$ cat src/rtl/fetch_redirect_ctrl.sv
// Fetch PC sequencer: arbitrates sequential, pc_gen (early) and ALU (late) redirects, drives front/back-end flushes.
// Optional redirect statistics counters are built when PC_CTRL_STATS_EN is defined.
module fetch_redirect_ctrl #(
    parameter int unsigned        xlen         = 32,
    parameter logic [xlen-1:0]    RESET_PC     = '0,
    parameter int unsigned        FLUSH_CYCLES = 2
) (
    input  logic            clk_i,
    input  logic            rst_n_i,
    output logic [xlen-1:0] pc_o,
    output logic            pc_valid_o,
    input  logic            if_ready_i,
    input  logic            pg_target_valid_i,
    input  logic [xlen-1:0] pg_target_i,
    input  logic            alu_target_valid_i,
    input  logic [xlen-1:0] alu_target_i,
    output logic            flush_if_o,
    output logic            flush_be_o,
    output logic [31:0]     stat_alu_redirects_o,
    output logic [31:0]     stat_pg_redirects_o
);

    // state | meaning
    // BOOT  | first cycle after reset, no fetch request
    // RUN   | presenting pc to ifetch, accepting redirects
    // FLUSH | back-end flush in progress, fetch stalled
    typedef enum logic [1:0] {BOOT = 2'd0, RUN = 2'd1, FLUSH = 2'd2} state_e;

    localparam logic [3:0] FCNT_LOAD = 4'(FLUSH_CYCLES - 1);
    // A single-cycle flush needs no FLUSH state: flush_be is still a registered one-cycle pulse.
    localparam state_e ALU_NEXT = (FLUSH_CYCLES > 1) ? FLUSH : RUN;

    state_e          state_q, state_d;
    logic [xlen-1:0] pc_q, pc_d;
    logic [3:0]      fcnt_q, fcnt_d;
    logic            flush_if_q, flush_if_d;
    logic            flush_be_q, flush_be_d;

    always_ff @(posedge clk_i) begin
        if (!rst_n_i) begin
            state_q    <= BOOT;
            pc_q       <= RESET_PC;
            fcnt_q     <= '0;
            flush_if_q <= 1'b0;
            flush_be_q <= 1'b0;
        end else begin
            state_q    <= state_d;
            pc_q       <= pc_d;
            fcnt_q     <= fcnt_d;
            flush_if_q <= flush_if_d;
            flush_be_q <= flush_be_d;
        end
    end

    always_comb begin
        state_d    = state_q;
        pc_d       = pc_q;
        fcnt_d     = fcnt_q;
        flush_if_d = 1'b0;
        flush_be_d = 1'b0;
        unique case (state_q)
            BOOT: state_d = RUN;
            RUN: begin
                if (alu_target_valid_i) begin
                    pc_d       = {alu_target_i[xlen-1:2], 2'b00};
                    flush_if_d = 1'b1;
                    flush_be_d = 1'b1;
                    fcnt_d     = FCNT_LOAD;
                    state_d    = ALU_NEXT;
                end else if (pg_target_valid_i) begin
                    pc_d       = {pg_target_i[xlen-1:2], 2'b00};
                    flush_if_d = 1'b1;
                end else if (if_ready_i) begin
                    pc_d = pc_q + xlen'(4);
                end
            end
            FLUSH: begin
                flush_be_d = 1'b1;
                if (alu_target_valid_i) begin
                    pc_d       = {alu_target_i[xlen-1:2], 2'b00};
                    flush_if_d = 1'b1;
                    fcnt_d     = FCNT_LOAD;
                end else if (fcnt_q == 4'd0) begin
                    state_d    = RUN;
                    flush_be_d = 1'b0;
                end else begin
                    fcnt_d = fcnt_q - 4'd1;
                end
            end
            default: state_d = BOOT;
        endcase
    end

    always_comb begin
        pc_o       = pc_q;
        pc_valid_o = (state_q == RUN);
        flush_if_o = flush_if_q;
        flush_be_o = flush_be_q;
    end

`ifdef PC_CTRL_STATS_EN
    logic        alu_acc, pg_acc;
    logic [31:0] stat_alu_q, stat_pg_q;

    assign alu_acc = alu_target_valid_i && (state_q == RUN || state_q == FLUSH);
    assign pg_acc  = pg_target_valid_i && !alu_target_valid_i && (state_q == RUN);

    always_ff @(posedge clk_i) begin
        if (!rst_n_i) begin
            stat_alu_q <= '0;
            stat_pg_q  <= '0;
        end else begin
            if (alu_acc && stat_alu_q != 32'hFFFF_FFFF) stat_alu_q <= stat_alu_q + 32'd1;
            if (pg_acc && stat_pg_q != 32'hFFFF_FFFF)   stat_pg_q  <= stat_pg_q + 32'd1;
        end
    end

    assign stat_alu_redirects_o = stat_alu_q;
    assign stat_pg_redirects_o  = stat_pg_q;
`else
    assign stat_alu_redirects_o = 32'd0;
    assign stat_pg_redirects_o  = 32'd0;
`endif

endmodule
$ cat config.mk
export PLATFORM = sky130hd
export DESIGN_NAME = fetch_redirect_ctrl
export DESIGN_NICKNAME = d
export VERILOG_FILES = /design/src/rtl/fetch_redirect_ctrl.sv
export SDC_FILE = /design/constraint.sdc
export NUM_CORES = 1
export LEC_CHECK = 0
export ABC_AREA = 1
export CAP_MARGIN = 20
export CORE_MARGIN = 2
export CORE_UTILIZATION = 40
export CTS_CLUSTER_SIZE = 16
export DETAILED_ROUTE_END_ITERATION = 7
export PLACE_DENSITY = 0.79
export SLEW_MARGIN = 25
export SYNTH_ARGS = -nofsm -noshare
export SYNTH_HDL_FRONTEND = slang
export SYNTH_SLANG_ARGS = --single-unit
$ cat constraint.sdc
create_clock -name clk_i -period 2 [get_ports clk_i]
set_clock_uncertainty 0.15 [all_clocks]
set_input_delay 0.3 -clock clk_i [delete_from_list [all_inputs] [get_ports clk_i]]
set_output_delay 0.3 -clock clk_i [all_outputs]
set_load 0.1 [all_outputs]
* Word-level counts from Yosys, hierarchy flattened
Cells that the tools add are included.
** Operators by class
- Add/sub/neg operators :: 2
- $mul :: 0
- Divide/modulo/power cells :: 0
- Order comparisons :: 0
- Equality and inequality tests :: 8
- Shift-type cells :: 0
- Multiplexer cells :: 20
- Bitwise operators :: 0
- Reductions and logical operators :: 6
** Operator list (number)
- two-way mux 32 bit :: 4
- one-hot mux 32 bit (2 select lines) :: 1
- adder 32 x 3 -> 32 bit (second input constant) :: 1
- two-way mux 4 bit :: 3
- AND reduction 3 bit :: 3
- one-hot mux 4 bit (2 select lines) :: 1
- two-way mux 2 bit :: 3
- inequality test 2 bit (second input constant) :: 3
- one-hot mux 2 bit (3 select lines) :: 1
- two-way mux 1 bit :: 5
- logical NOT 4 bit :: 1
- inequality test 4 x 1 -> 1 bit (second input constant) :: 1
- one-hot mux 1 bit (2 select lines) :: 2
- subtractor 4 x 1 -> 4 bit (second input constant) :: 1
- inequality test 3 bit (second input constant) :: 1
- == test 2 x 1 -> 1 bit (second input constant) :: 1
- == test 2 bit (second input constant) :: 1
- logical NOT 2 bit :: 1
- inequality test 2 x 1 -> 1 bit (second input constant) :: 1
- nonzero test 2 bit :: 1
** Storage, ports and cells
- Bits in registers :: 40
- Latch bits :: 0
- RAM bits :: 0
- ROM bits :: 0
- Input bits :: 69
- Output and inout bits :: 99
- Logic and storage cells :: 41
- Memories :: 0

* Depth between registers and ports, before layout
- Word-level depth :: 5
- Depth in mapped cells :: 11
- Depth with buffers taken out :: 10

* Worst setup path after synthesis
OpenSTA, ideal clock, no wires.
- Path type :: register to register
- Start point :: register state_q[1]
- End point :: register pc_q[27], in the netlist pc_o[27]
- Setup time :: 0.123 ns
- Data arrival time :: 2.199 ns
- Data required time :: 1.727 ns
- Slack :: -0.471 ns
- Cell stages (with the launch flop) :: 12
- Path buffers :: 2
- Clock period less this slack :: 2.471 ns
- Cell sequence :: dfxtp_1 inv_1 ha_1 nand2_2 nor3_2 nor2_2 nand2_2 inv_2 buf_4 buf_6 o21ai_0 a21oi_1
** On the way
- Longest elaborated chain between the ends :: 3
- Elaborated cells between the ends (all ways) :: 7
- Those cells by class :: 4 x eq/ne; 1 x mux; 2 x reduce/logical
** Ends and longest elaborated chain
- start: declaration :: line 33 : state_e state_q, state_d;
- start signal: assignment :: line 47 : state_q <= state_d;
- == test 2 x 1 -> 1 bit (*)
- via pc_valid_o :: line 11 : output logic pc_valid_o,
- inequality test 4 x 1 -> 1 bit (no line) / nonzero test 2 bit (equally long branches)
- AND reduction 3 bit (no line)
- end signal: assignment :: line 48 : pc_q <= pc_d;
- end: declaration :: line 34 : logic [xlen-1:0] pc_q, pc_d;
The timed path passes the listed nets; every way through them passes the cells marked *.
A chain may end at the register's enable or synchronous reset.

* Worst setup path in the final report
- Start point :: register state_q[0]
- End point :: register pc_q[8], in the netlist pc_o[8]
** On the way
- Longest elaborated chain between the ends :: 3
- Elaborated cells between the ends (all ways) :: 7
- Those cells by class :: 4 x eq/ne; 1 x mux; 2 x reduce/logical
** Ends and longest elaborated chain
- == test 2 x 1 -> 1 bit / == test 2 bit (equally long branches) :: line 61 : unique case (state_q)
- inequality test 4 x 1 -> 1 bit (no line), or another cell as far along
- AND reduction 3 bit (no line)
Parallel ways exist; a longest one is shown, timed or not.

==> summary.txt <==
Outcome
  – Status: finished clean

Synth
  – Synth area leaders: dfxtp_1 (22%), buf_4 (15%), nand2_1 (12%)
  – Library cells used by synthesis: 33
  – Post-Syn Area per Cell: 6.05 um2
  – Top cells by count, synth: nand2_1 (110), nor2_1 (99), buf_4 (68)
  – Async S/R FF share, synth: 0%
  – Synthesis Warnings: 0
  – Synthesized cell area: 3440 um2
  – Ys flop type: dfxtp_1
  – EDFF count, synth: 0
  – Post-synth top area share: 22.1%
  – Register area share after synthesis: 22.1%
  – Largest area contributor in the synthesized netlist: dfxtp_1
  – Synthesized instance count: 569
  – Most common cell in the netlist: nand2_1
  – #FFs+latches synth: 38

Finish
  – Multi-input gate area: 2200 um2
  – Final #Nets: 740
  – Sequential Area: 793 um2
  – Finished Cell Area: 4520 um2
  – Final Non-Filler Cells: 769
  – Diodes inserted: 0
  – Share of layout cells above drive strength 1: 15.4%
  – Syn-to-layout area delta: 31.4%
  – Layout fillers: 839
  – Post-Route Utilization: 54.5%

Place
  – Setup WS pre-CTS: -0.143 ns
  – Post-DP HPWL: 7900 um
  – Placed Cells: 762
  – GP Congestion: 0.863
  – Post-place instance area: 4440 um2
  – IO buf count: 97

Timing
  – FMAX: 0.537 GHz
  – Hold_ws: 0.351 ns
  – RSZ-0062 raised after global routing: false
  – Max-slew violations: 0
  – Final period utilization: 93.1%
  – Hold Vio Cnt, Final: 0
  – Final setup margin: 0.139 ns
  – Final setup fails: 0
  – Tmin final: 1.86 ns

Clock tree
  – Clk_lat worst skew: 0.29 ns
  – Setup bufs post-CTS: 0
  – Clock slew at reported path FFs: 0.08 ns
  – H-tree levels: 2
  – CTS Sinks: 38
  – Num CTS Buffers: 5
  – CTS tree: done
  – Clock Root Buffer: clkbuf_8
  – Max clock buf depth: 2

Global routing
  – GRT Total Usage: 20.7%
  – Antenna violations before repair: 0
  – First-pass GRT wire length: 16,300 um
  – Pin count of the biggest net entering global routing: 31
  – GR Overflow Total: 0
  – Vias in the first global route: 3,450

Die
  – I/O pin count: 168
  – Initial Util: 41.5%
  – Die area: 9360 um2
  – Core box area: 8300 um2
  – Die H: 96.8 um
  – Die width: 96.8 um
  – # rows: 33

Setup path
  – CP Data Required Time: 2.02 ns
  – Worst setup EP type: flop
  – Crit path max-delay family: buffers and inverters
  – Slowest cell on crit path: dfxtp_1
  – Crit path max fanout: 18
  – Delay of the slowest critical-path stage: 0.41 ns
  – Cell mode on critical path: inv_1
  – Crit path cell chain: inv_1 -> ha_1 -> inv_1 -> nor2_1 -> inv_1 -> nand2_2 -> buf_4 -> a21oi_1 -> a21oi_1
  – Worst EP arrival: 1.88 ns
  – Worst setup SP type: flop
  – WS Path Type: reg -> reg
  – WP buf/inv: 4

Route
  – Number of remaining DRC errors: 0
  – DRT antenna net count: 0
  – Vias after detailed routing: 3,660
  – Routed wire length: 10,000 um
  – Initial DRC Count: 257
  – WL per Instance: 13.0 um
  – Drt first pass iters: 4
  – Via/cell ratio: 4.76

Worst hold path
  – Hold/Removal Path Class: reg -> reg

Flow run
  – Max cap viols: 0

Pwr
  – Power Density: 1480 nW/um2
  – Peak VDD IR: 1210 uV
  – Leak Pwr: 0.00184 uW
## report_power, final
group	leakage, uW	internal, uW	switching [uW]
registers	0.000323	1070	397
clock network	0.0000438	234	278
logic	0.00147	1290	3440
## placed cells by master (no fill, tap or decap), types with 26 or more instances in the layout
cell / Yosys / routed
nor2_1: 99 / 99
o21ai_0: 43 / 43
conb_1: 1 / 66
buf_4: 68 / 30
inv_1: 32 / 32
nand3_1: 39 / 39
clkdlybuf4s50_1: 0 / 64
dfxtp_2: 0 / 26
a21oi_1: 64 / 64
nand2_1: 110 / 110
## logic make-up (layout without fill, tap and decap cells)
| logic type | after synthesis | after routing | synth area share (%) |
|---|---|---|---|
| buffers and inverters | 123 | 153 | 21.4 |
| AO/OA/AOI/OAI | 118 | 118 | 18.0 |
| adder cells (fa/ha/maj) | 7 | 7 | 2.54 |
| other | 1 | 66 | 0.109 |
| XOR/XNOR | 6 | 6 | 1.53 |
| AND/OR/NAND/NOR | 276 | 276 | 34.3 |
| flip-flops | 38 | 38 | 22.1 |
## timing repair
action / in CTS / in global routing
endpoints found under the setup margin: 4 / 6
endpoints found under the hold margin: 0 / 0
resized for setup: 1 / 2
hold buffers: 0 / 0
## final cells by class
class	count	area share (%)
Inverter	36	3.10
Sequential cell	38	17.5
Clock buffer	5	1.52
Multi-Input combinational cell	473	48.7
Tap cell	105	2.90
Timing Repair Buffer	110	26.0
Clock inverter	2	0.221
## final timing paths
| path | slack (ns) | startpoint | cells past startpoint | endpoint |
|---|---|---|---|---|
| min reg2reg | 0.35 | fcnt_q[1] | 2 | fcnt_q[1] |
| min | 0.35 | fcnt_q[1] | 2 | fcnt_q[1] |
| max reg2reg | 0.14 | state_q[0] | 9 | pc_o[8] |
| max | 0.14 | state_q[0] | 9 | pc_o[8] |
## through the flow
| step | TNS (ns) | power, uW |
|---|---|---|
| after floorplan | 0 | 5100 |
| after global placement | 0 | 6090 |
| after detailed placement | -1.76 | 6180 |
| after CTS | 0 | 6720 |
| after global routing | 0 | 7120 |
| final | 0 | 6710 |
## per-layer routing
layer  global-route usage (%)  part of all wire (%)  up-vias
li1                         -                     -     1893
met1                     27.8                    44     1636
met2                     34.9                    49      122
met3                     3.54                   5.8        9
met4                     4.01                  0.68        0
met5                        0                     0        -
## worst register-to-register path: cells and delay by family (launching register included)
family | cells | cell delay, ns
buffers and inverters | 4 | 0.53
flip-flops | 1 | 0.41
adder cells (fa/ha/maj) | 1 | 0.26
AO/OA/AOI/OAI | 2 | 0.25
AND/OR/NAND/NOR | 2 | 0.16
## state kept, by name, indices dropped and copies added (netlist names)
signal,cells
fcnt_q,4
state_q,2
flush_be_o,1
flush_if_o,1
pc_o,30
Note: power is estimated with default switching activity, not from simulation.
